===== src/rtl/cordic_pkg.sv =====
// cordic_pkg: shared width default, FSM state type and quadrant angle constants
package cordic_pkg;
    localparam int WIDTH = 24;
    typedef enum logic [1:0] {IDLE, RUN, DONE} state_t;
    localparam logic [WIDTH-1:0] ANGLE_0   = 24'h000000;
    localparam logic [WIDTH-1:0] ANGLE_90  = 24'h400000;
    localparam logic [WIDTH-1:0] ANGLE_180 = 24'h800000;
    localparam logic [WIDTH-1:0] ANGLE_270 = 24'hC00000;
endpackage


===== src/rtl/sample_strobe_gen.sv =====
// sample_strobe_gen: sample-period down-counter producing one strobe every div+1 enabled clocks
// Ports: clk, reset (sync, active-high), clr (zero the counter), en (count enable),
//        div (period minus 1, reloaded on each strobe), strobe (counter at zero while enabled)
module sample_strobe_gen #(
    parameter int DIV_W = 8
) (
    input  logic             clk,
    input  logic             reset,
    input  logic             clr,
    input  logic             en,
    input  logic [DIV_W-1:0] div,
    output logic             strobe
);
    logic [DIV_W-1:0] div_cnt;
    assign strobe = en && div_cnt == '0;
    always_ff @(posedge clk) begin
        if (reset || clr) div_cnt <= '0;
        else if (en) div_cnt <= (div_cnt == '0) ? div : div_cnt - 1'b1;
    end
endmodule


===== src/rtl/cordic_phase_gen.sv =====
// cordic_phase_gen: chirp-capable phase accumulator emitting angle samples to a CORDIC stage
// Ports: clk, reset (sync, active-high); cfg_valid/cfg_ready handshake with cfg_freq, cfg_step,
//        cfg_phase, cfg_count (0 = continuous), cfg_div (period minus 1); start/stop controls;
//        angle_o/angle_valid_o sample output; busy_o (RUN), done_o (one-cycle end-of-burst pulse)
module cordic_phase_gen
    import cordic_pkg::*;
#(
    parameter int WIDTH = cordic_pkg::WIDTH,
    parameter int DIV_W = 8,
    parameter int CNT_W = 16
) (
    input  logic             clk,
    input  logic             reset,
    input  logic             cfg_valid,
    output logic             cfg_ready,
    input  logic [WIDTH-1:0] cfg_freq,
    input  logic [WIDTH-1:0] cfg_step,
    input  logic [WIDTH-1:0] cfg_phase,
    input  logic [CNT_W-1:0] cfg_count,
    input  logic [DIV_W-1:0] cfg_div,
    input  logic             start,
    input  logic             stop,
    output logic [WIDTH-1:0] angle_o,
    output logic             angle_valid_o,
    output logic             busy_o,
    output logic             done_o
);
    state_t state, nxt;
    logic [WIDTH-1:0] sh_freq, sh_step, sh_phase, phase_acc, freq_acc;
    logic [CNT_W-1:0] sh_count, sample_cnt;
    logic [DIV_W-1:0] sh_div;
    logic accept, go, fin, strobe, fire;
    assign cfg_ready = state == IDLE;
    assign busy_o    = state == RUN;
    assign done_o    = state == DONE;
    sample_strobe_gen #(.DIV_W(DIV_W)) u_strobe (
        .clk(clk), .reset(reset), .clr(go), .en(busy_o), .div(sh_div), .strobe(strobe)
    );
    // The burst ends one cycle after its last sample, so that cycle must not emit another.
    always_comb begin
        accept = cfg_ready && cfg_valid;
        go     = cfg_ready && start && !cfg_valid;
        fin    = sh_count != '0 && sample_cnt == sh_count;
        fire   = busy_o && strobe && !stop && !fin;
        nxt    = go ? RUN :
                 (busy_o && (stop || fin)) ? DONE :
                 done_o ? IDLE : state;
    end
    always_ff @(posedge clk) begin
        if (reset) begin
            state         <= IDLE;
            angle_o       <= '0;
            angle_valid_o <= 1'b0;
            sh_freq       <= '0;
            sh_step       <= '0;
            sh_phase      <= '0;
            sh_count      <= '0;
            sh_div        <= '0;
            phase_acc     <= '0;
            freq_acc      <= '0;
            sample_cnt    <= '0;
        end else begin
            state         <= nxt;
            angle_valid_o <= fire;
            if (accept) begin
                sh_freq  <= cfg_freq;
                sh_step  <= cfg_step;
                sh_phase <= cfg_phase;
                sh_count <= cfg_count;
                sh_div   <= cfg_div;
            end
            if (go) begin
                phase_acc  <= '0;
                freq_acc   <= sh_freq;
                sample_cnt <= '0;
            end
            if (fire) begin
                angle_o    <= phase_acc + sh_phase;
                phase_acc  <= phase_acc + freq_acc;
                freq_acc   <= freq_acc + sh_step;
                sample_cnt <= sample_cnt + 1'b1;
            end
        end
    end
endmodule


===== config.mk =====
export PLATFORM = sky130hd
export DESIGN_NAME = cordic_phase_gen
export DESIGN_NICKNAME = d
export VERILOG_FILES = /design/src/rtl/cordic_pkg.sv /design/src/rtl/sample_strobe_gen.sv /design/src/rtl/cordic_phase_gen.sv
export SDC_FILE = /design/constraint.sdc
export NUM_CORES = 1
export LEC_CHECK = 0
export ABC_AREA = 1
export BUFFER_PORTS_ARGS = -buffer_cell sky130_fd_sc_hd__buf_4
export CAP_MARGIN = 20
export CORE_AREA = 2 2 140 142
export CTS_BUF_LIST = sky130_fd_sc_hd__clkbuf_4
export DETAILED_ROUTE_END_ITERATION = 12
export DIE_AREA = 0 0 142 144
export PLACE_DENSITY = 0.95
export SYNTH_ARGS = -nofsm -noshare
export SYNTH_HDL_FRONTEND = slang
export SYNTH_SLANG_ARGS = --single-unit

===== constraint.sdc =====
create_clock -name clk -period 3.8 [get_ports clk]
set_input_delay 0.38 -clock clk [delete_from_list [all_inputs] [get_ports clk]]
set_output_delay 0.38 -clock clk [all_outputs]
set_load 0.03 [all_outputs]

# Word-level counts from Yosys, hierarchy flattened
# Cells that the tools add are included.
word_totals:
  reg_bits: 195
  word_cells: 52
  inputBits: 101
  out_inout_bits: 28
classes:
  add_sub_neg: 5
  mux: 10
  n_reduce_logical: 21
  eq_ne: 3
op_table:
  columns: ["operator", "count"]
  rows:
  - ["24-bit 2-to-1 mux", 4]
  - ["24-bit adder", 3]
  - ["16-bit 2-to-1 mux", 2]
  - ["16-bit by 1-bit adder with 16-bit output, second input constant", 1]
  - ["16-bit equality test", 1]
  - ["16-bit nonzero test", 1]
  - ["1-bit logical AND", 9]
  - ["8-bit zero test", 1]
  - ["8-bit 2-to-1 mux", 1]
  - ["8-bit by 1-bit subtractor with 8-bit output, second input constant", 1]
  - ["2-bit 2-to-1 mux", 2]
  - ["2-bit nonzero test", 2]
  - ["1-bit zero test", 3]
  - ["3-bit nonzero test", 1]
  - ["2-bit by 1-bit equality test with 1-bit output, second input constant", 1]
  - ["2-bit equality test, second input constant", 1]
  - ["2-bit zero test", 1]
  - ["1-bit logical OR", 2]
  - ["2-bit OR reduction", 1]
  - ["1-bit 2-to-1 mux", 1]

# Longest topological paths before layout
# Gate-level depths: netlist of the first run.
logic_depth:
  depth_word: 6
  depth_mapped: 15
  mapped_depth_nobuf: 15

# Modules after synthesis
# Synthesis of the first run repeated with hierarchy kept, for this count alone.
unflattened:
  hier_cells: 1924
  area_unflattened_um2: 12258.0
by_module_without_submodules:
  columns: ["mod", "seq_area_each_um2", "n_inst", "cells_each", "area_each_um2"]
  rows:
  - ["cordic_phase_gen", 3743.6, 1, 1834, 11671.2]
  - ["sample_strobe_gen", 160.2, 1, 90, 586.8]

# Worst setup path before layout of the first run
# Ideal clock, no wire load.
synth_timing:
  path_type: "reg-to-reg"
  startpoint: "register state[0]"
  endpoint: "register sh_step[2]"
  setup_time_ns: 0.065
  arrival_time_ns: 1.803
  path_stages_with_launch: 8
  n_path_buf: 2
  slack_ns: 1.932
  path_cell_list: "dfxtp_1 -> nor2_1 -> nand2_1 -> inv_2 -> buf_2 -> buf_1 -> nor2_1 -> nor2_1"
synth_via:
  elab_chain_len: 2
synth_lines:
  columns: ["item", "line_no", "source"]
  rows:
  - ["start, declared", "cordic_phase_gen.sv:28", "state_t state, nxt;"]
  - ["start signal, assigned", "cordic_phase_gen.sv:63", "state <= nxt;"]
  - ["2-bit zero test", "cordic_phase_gen.sv:33", "assign cfg_ready = state == IDLE;"]
  - ["net cfg_ready", "cordic_phase_gen.sv:15", "output logic cfg_ready,"]
  - ["1-bit logical AND", "cordic_phase_gen.sv:41", "accept = cfg_ready && cfg_valid;"]
  - ["end signal, assigned", "cordic_phase_gen.sv:67", "sh_step <= cfg_step;"]
  - ["end, declared", "cordic_phase_gen.sv:29", "logic [WIDTH-1:0] sh_freq, sh_step, sh_phase, phase_acc, freq_acc;"]
# The timed path passes the listed nets, and every way through them passes these cells.
# A chain may end at the register's enable or synchronous reset.

# Worst setup path after layout of the first run
layout_timing:
  startpoint: "register u_strobe.div_cnt[0]"
  endpoint: "register angle_o[14]"
layout_via:
  elab_chain_len: 5
layout_lines:
  columns: ["item", "line_no", "source"]
  rows:
  - ["start, declared", "sample_strobe_gen.sv:14", "logic [DIV_W-1:0] div_cnt;"]
  - ["start signal, assigned", "sample_strobe_gen.sv:18", "else if (en) div_cnt <= (div_cnt == '0) ? div : div_cnt - 1'b1;"]
  - ["8-bit zero test", "sample_strobe_gen.sv:15", "assign strobe = en && div_cnt == '0;"]
  - ["1-bit logical AND", "sample_strobe_gen.sv:15", null]
  - ["1-bit logical AND (3 in a row)", "cordic_phase_gen.sv:44", "fire = busy_o && strobe && !stop && !fin;"]
  - ["end signal, assigned", "cordic_phase_gen.sv:78", "angle_o <= phase_acc + sh_phase;"]
  - ["end, declared", "cordic_phase_gen.sv:23", "output logic [WIDTH-1:0] angle_o,"]
# Every way passes these cells.

==> impl_metrics.toml, run 1 <==
[setup_path]
reg2reg_slack_ns = 1.09
startpoint_type = "flip-flop"
worstSetupStartpoint = "u_strobe.div_cnt[0]"
crit_fanout = 29
endpoint_kind = "flip-flop"
arrival_ns = 3.24
worstPathRequired_ns = 4.33
crit_end = "angle_o[14]"
reg2reg_from = "u_strobe.div_cnt[0]"
r2r_end = "angle_o[14]"
reg2reg_depth = 12
path_class = "reg2reg"

[layout]
final_cell_mix = "nand2_1, nor2_1, inv_1"
layout.cells.most_common = "nand2_1"
nFillCells = 1717
area_growth_pct = 10.7
drive_gt1_frac = 0.0887
finalNonFillerCells = 2373
nets = 2295
final_util = 0.729
design_area_um2 = 13900

[route]
drtIter0Drc = 1086
ant_nets = 0
vias = 13495
wl_per_cell_um = 15.7
drtPass1Iterations = 8
routed_wl_um = 37200
viasPerCell = 5.69
drc = 0

[timing]
timing.final.crit_share = 0.712
finalSetupViolations = 0
slew_violations = 0
skew_ns = 0.0292
fmax_mhz = 370
worst_slew_pin_slew_ns = 1.08
fin_tns_setup_ns = 0
maxSlewHeadroom = 0.280
min_period_ns = 2.71
finalHoldViolCount = 0
rsz0062_at_grt = "no"
fin_ws_ns = 1.09

[floorplan]
rows = 51
fp.dieW_um = 142
die_y_um = 144
initial_core_util = 0.658
io_pins = 129
coreArea_um2 = 19100
die_area_um2 = 20400

[yosys]
synth-edff-count = 0
syn-instance-count = 2025
yosysWarnings = 0
ys.flop_type = "dfxtp_1"
async_flop_share = 0
synth_area_um2 = 12600
synth-seq-area-share = 0.311
synth_fp_nets = 2201
synth-seq-cells = 195
synth_cell_types = 43
avgSynthCellArea_um2 = 6.20

[clocking]
cts.clk_slew.worst_paths_ns = 0.18
cts-htree-levels = 4
clk_latency_ns = 0.61
cts_num_sinks = 195
post-cts-setup-buffers = 0
numCtsBuffers = 17
cts_buffer_depth = 2
clock-root-buffer = "clkbuf_4"
cts_tree = "yes"

[hold_path]
hold_path.class = "in2reg"
hold_start = "cfg_step[8]"

[power]
p_leak_nw = 6.97
ir_drop_v = 0.000210
p_per_area_nw_per_um2 = 308

[placed_design]
gp_congestion = 0.974
pre_cts_ws_ns = 1.16
port_buffers = 128
hpwl_um = 28400
dp.cells = 2336
place_area_um2 = 13600

[flow_run]
cap_violations = 0

[global_routing]
grt_start_max_net_pins = 84
grt_pass1_vias = 12497
antenna_found_initial = 3
grt_pass1_wl_um = 58800
overflow = 0
grt_usage = 0.361

[outcome]
status = "finished, final reports clean"
==> metal layers <==
layer | GRT usage | part of all wire
met1 | 0.429 | 0.40
met4 | 0.171 | 0.047
met3 | 0.0821 | 0.088
met5 | 0 | 0
met2 | 0.619 | 0.47
==> state kept, by name, indices dropped and copies added (netlist names) <==
register,count
angle_o,24
freq_acc,24
phase_acc,24
sh_freq,24
sh_phase,24
sh_step,24
sample_cnt,16
sh_count,16
sh_div,8
u_strobe.div_cnt,8
state,2
angle_valid_o,1
==> where the power goes <==
part / total, mW / switching (mW) / internal [mW]
clock: 1.13 / 0.782 / 0.344
combinational: 0.870 / 0.548 / 0.322
sequential: 2.28 / 0.109 / 2.17
==> critical path: stages (launching register included) <==
cell     delay [ns]
dfxtp_1        0.37
inv_1          0.12
ha_1           0.16
nand2_1        0.09
nor2_4         0.20
nand2_4        0.12
nor2_8         0.19
nand2_4        0.24
inv_2          0.46
buf_4          0.36
nand2_1        0.08
o21ai_0        0.18
inv_1          0.06
==> Yosys cell counts, types with 2 or more instances <==
library cell,n,area [um^2]
nor2_1,324,1220
a31oi_1,2,12.5
nand4_1,30,188
buf_1,2,7.51
nor2_4,2,22.5
buf_2,13,65.1
inv_1,226,848
o221ai_1,2,17.5
o21ai_0,156,781
o211ai_1,6,45.0
nand3_1,141,706
nor4_1,2,12.5
nor2_2,3,18.8
a21oi_1,135,676
clkbuf_1,41,154
ha_1,72,901
or2_2,2,12.5
xor2_1,21,184
o21bai_1,2,15.0
nand2_1,566,2120
and2_1,8,50.1
fa_1,3,60.1
dfxtp_1,195,3900
buf_6,4,45.0
buf_4,2,15.0
a21o_1,3,22.5
clkbuf_2,2,10.0
nand3b_1,13,97.6
nor3_1,17,85.1
xnor2_1,11,96.3
inv_2,6,22.5
nand2_4,2,22.5
==> stage by stage <==
| stage | power, mW | hold WS [ns] |
|---|---|---|
| floorplan | 2.87 | 0.430 |
| global placement | 3.15 | 0.466 |
| detailed placement | 3.18 | 0.462 |
| CTS | 4.26 | 0.00197 |
| global route | 4.46 | 0.000391 |
| finish | 4.28 | 0.0144 |
==> repair_timing <==
item | 4_1_cts | 5_1_grt
endpoints found under the hold margin | 0 | 2
resized for setup | 0 | 0
hold buffers | 0 | 2
==> worst min path at each step <==
stage | slack, ns | depth (start not counted) | end
after floorplan | 0.43 | 2 | sh_div[2]
after global placement | 0.47 | 2 | sh_div[2]
after detailed placement | 0.46 | 2 | sh_div[4]
after CTS | 0.002 | 3 | sh_step[8]
after global routing | 0.0004 | 3 | sh_freq[2]
final | 0.01 | 3 | sh_step[8]
==> area by class of cell <==
cell class / count / area, um^2 / share of cell area
multi-input cells: 1533 / 7480 / 0.538
flip-flops and latches: 195 / 3900 / 0.281
repair buffers: 140 / 1060 / 0.0760
inverters: 232 / 872 / 0.0627
well taps: 238 / 298 / 0.0214
clock inverters: 14 / 148 / 0.0106
clock buffers: 17 / 128 / 0.00918
diodes: 4 / 10.0 / 0.000720
==> cell families after synthesis <==
family,Yosys count,share of synthesized area
AND/OR/NAND/NOR,1116,0.369
buffers and inverters,297,0.0945
flip-flops,195,0.311
AO/OA/AOI/OAI,310,0.127
XOR/XNOR,32,0.0223
adder cells (fa/ha/maj),75,0.0765
(Power assumes the default switching activity.)
==> run 2, diff against run 1 <==
--- a/config.mk
+++ b/config.mk
@@ -8,11 +8,11 @@
 export ABC_AREA = 1
 export BUFFER_PORTS_ARGS = -buffer_cell sky130_fd_sc_hd__buf_4
 export CAP_MARGIN = 20
-export CORE_AREA = 2 2 140 142
+export CORE_AREA = 2 2 146 148
 export CTS_BUF_LIST = sky130_fd_sc_hd__clkbuf_4
 export DETAILED_ROUTE_END_ITERATION = 12
-export DIE_AREA = 0 0 142 144
-export PLACE_DENSITY = 0.95
+export DIE_AREA = 0 0 148 150
+export PLACE_DENSITY = 0.93
 export SYNTH_ARGS = -nofsm -noshare
 export SYNTH_HDL_FRONTEND = slang
 export SYNTH_SLANG_ARGS = --single-unit
==> constraint.sdc (replaced) <==
create_clock -name clk -period 2.5 [get_ports clk]
set_input_delay 0.25 -clock clk [delete_from_list [all_inputs] [get_ports clk]]
set_output_delay 0.25 -clock clk [all_outputs]
set_load 0.03 [all_outputs]
==> run 2 against run 1 <==
Sequential power increased by 52%. First-iteration DRC count up 10%. Global-route usage is 0.31 points higher. Wire length rose by 9.9%. Power rose by 60%. Non-clock buffer count rose by 98. Sequential share of layout area decreased by 2.1 points. Clock skew fell by 0.0044 ns. Critical endpoint unchanged.
==> impl_metrics.toml, run 2 (synthesis results as in run 1) <==
[outcome]
status = "finished, final reports clean"

[global_routing]
grt_pass1_wl_um = 64700
grt_usage = 0.364
antenna_found_initial = 1
grt_pass1_vias = 13303
grt_start_max_net_pins = 65
overflow = 0

[timing]
fin_tns_setup_ns = 0
finalHoldViolCount = 0
min_period_ns = 2.31
slew_violations = 0
worst_slew_pin_slew_ns = 0.740
fmax_mhz = 433
timing.final.crit_share = 0.923
finalSetupViolations = 0
skew_ns = 0.0249
rsz0062_at_grt = "no"
maxSlewHeadroom = 0.501

[hold_path]
holdPathEnd = "sh_step[0]"
whs_path_depth = 3
hold_start = "cfg_step[0]"
hold_path.class = "in2reg"

[layout]
layout.cells.most_common = "nand2_1"
nFillCells = 1748
area_growth_pct = 19.5
final_cell_mix = "nand2_1, nor2_1, inv_1"
drive_gt1_frac = 0.0897
nets = 2393
final_util = 0.725

[setup_path]
worstPathRequired_ns = 3.03
arrival_ns = 2.84
crit_fanout = 36
path_class = "reg2reg"
reg2reg_from = "u_strobe.div_cnt[0]"
startpoint_type = "flip-flop"
r2r_end = "angle_o[14]"
reg2reg_depth = 12
endpoint_kind = "flip-flop"
reg2reg_slack_ns = 0.19

[floorplan]
io_pins = 129
rows = 53
initial_core_util = 0.607
coreArea_um2 = 20700
die_y_um = 150
fp.dieW_um = 148
die_area_um2 = 22200

[route]
viasPerCell = 5.58
m1WireLength_um = 16500
dr_wl_met3_um = 3360
vias = 13986
drtIter0Drc = 1200
wl_per_cell_um = 16.3
route.top_layer_used = "met4"
wl_met2_um = 19300
drc = 0
ant_nets = 0
drtPass1Iterations = 6
routed_wl_um = 40800

[power]
p_per_area_nw_per_um2 = 457
p_total_mw = 6.86
ir_drop_v = 0.000271
p_leak_nw = 7.43

[placed_design]
hpwl_um = 29600
port_buffers = 128
gp_congestion = 0.997

[clocking]
cts_num_sinks = 195
cts.clk_slew.worst_paths_ns = 0.18
cts_buffer_depth = 2
numCtsBuffers = 17
cts_tree = "yes"
cts-htree-levels = 4
clk_latency_ns = 0.63
clock-root-buffer = "clkbuf_4"

[flow_run]
cap_violations = 0
[run 2: cell types whose count changed in the layout (fill, tap and decap cells not counted), sizes merged]
cell / change
buf: +9
bufinv: +1
clkinv: +1
clkinvlp: -3
diode: -2
dlygate4sd3: +89
inv: +2
[run 2: critical path, stage by stage, from the launching register on]
cell and delay (ns):
dfxtp_1 0.37, inv_1 0.13, ha_1 0.16, nand2_1 0.11
nor2_4 0.21, nand2_4 0.13, nor2_8 0.20, nand2_4 0.17
inv_4 0.21, buf_12 0.23, nand2_1 0.07, o21ai_0 0.14
inv_1 0.06
[run 2: how the worst max path moves through the flow]
stage / end / from
after floorplan: sh_step[2] / state[0]
after global placement: angle_o[15] / u_strobe.div_cnt[0]
after detailed placement: angle_o[14] / u_strobe.div_cnt[0]
after CTS: angle_o[14] / u_strobe.div_cnt[0]
after global routing: angle_o[14] / u_strobe.div_cnt[0]
final: angle_o[14] / u_strobe.div_cnt[0]
[run 2: what timing repair did]
item,CTS,global route
hold endpoints to repair,92,0
endpoints found under the setup margin,0,4
gates resized for setup,0,2
setup buffers,0,0
hold buffers,91,0
[run 2: power by group]
group | leakage (nW) | switching, mW | total, mW | internal (mW)
Sequential | 1.60 | 0.164 | 3.47 | 3.30
Clock | 0.170 | 1.26 | 1.90 | 0.644
Combinational | 5.67 | 0.891 | 1.49 | 0.601
Total | 7.43 | 2.31 | 6.86 | 4.55
[run 2: layout make-up]
type	instances	area, um^2	share of cell area
clock inverters	15	186	0.0124
flip-flops and latches	195	3900	0.260
well taps	275	344	0.0229
repair buffers	238	2080	0.138
inverters	232	875	0.0583
multi-input cells	1533	7480	0.499
diodes	2	5.00	0.000334
clock buffers	17	128	0.00851
[run 2: stage by stage]
stage	hold slack, ns	std cells	cell area [um^2]	worst slack, ns
after floorplan	0.407	2025	12600	0.632
after global placement	0.464	2382	13800	0.323
after detailed placement	0.465	2382	13800	0.240
after CTS	0.00136	2505	15000	0.182
after global routing	0.0301	2506	15000	0.00431
final	0.00868	2507	15000	0.192
[run 2: per-layer routing]
| layer | up-vias | GRT usage |
|---|---|---|
| met5 | - | 0 |
| met4 | 0 | 0.153 |
| met3 | 140 | 0.0787 |
| met2 | 637 | 0.625 |
| met1 | 6320 | 0.441 |
| li1 | 6889 | - |
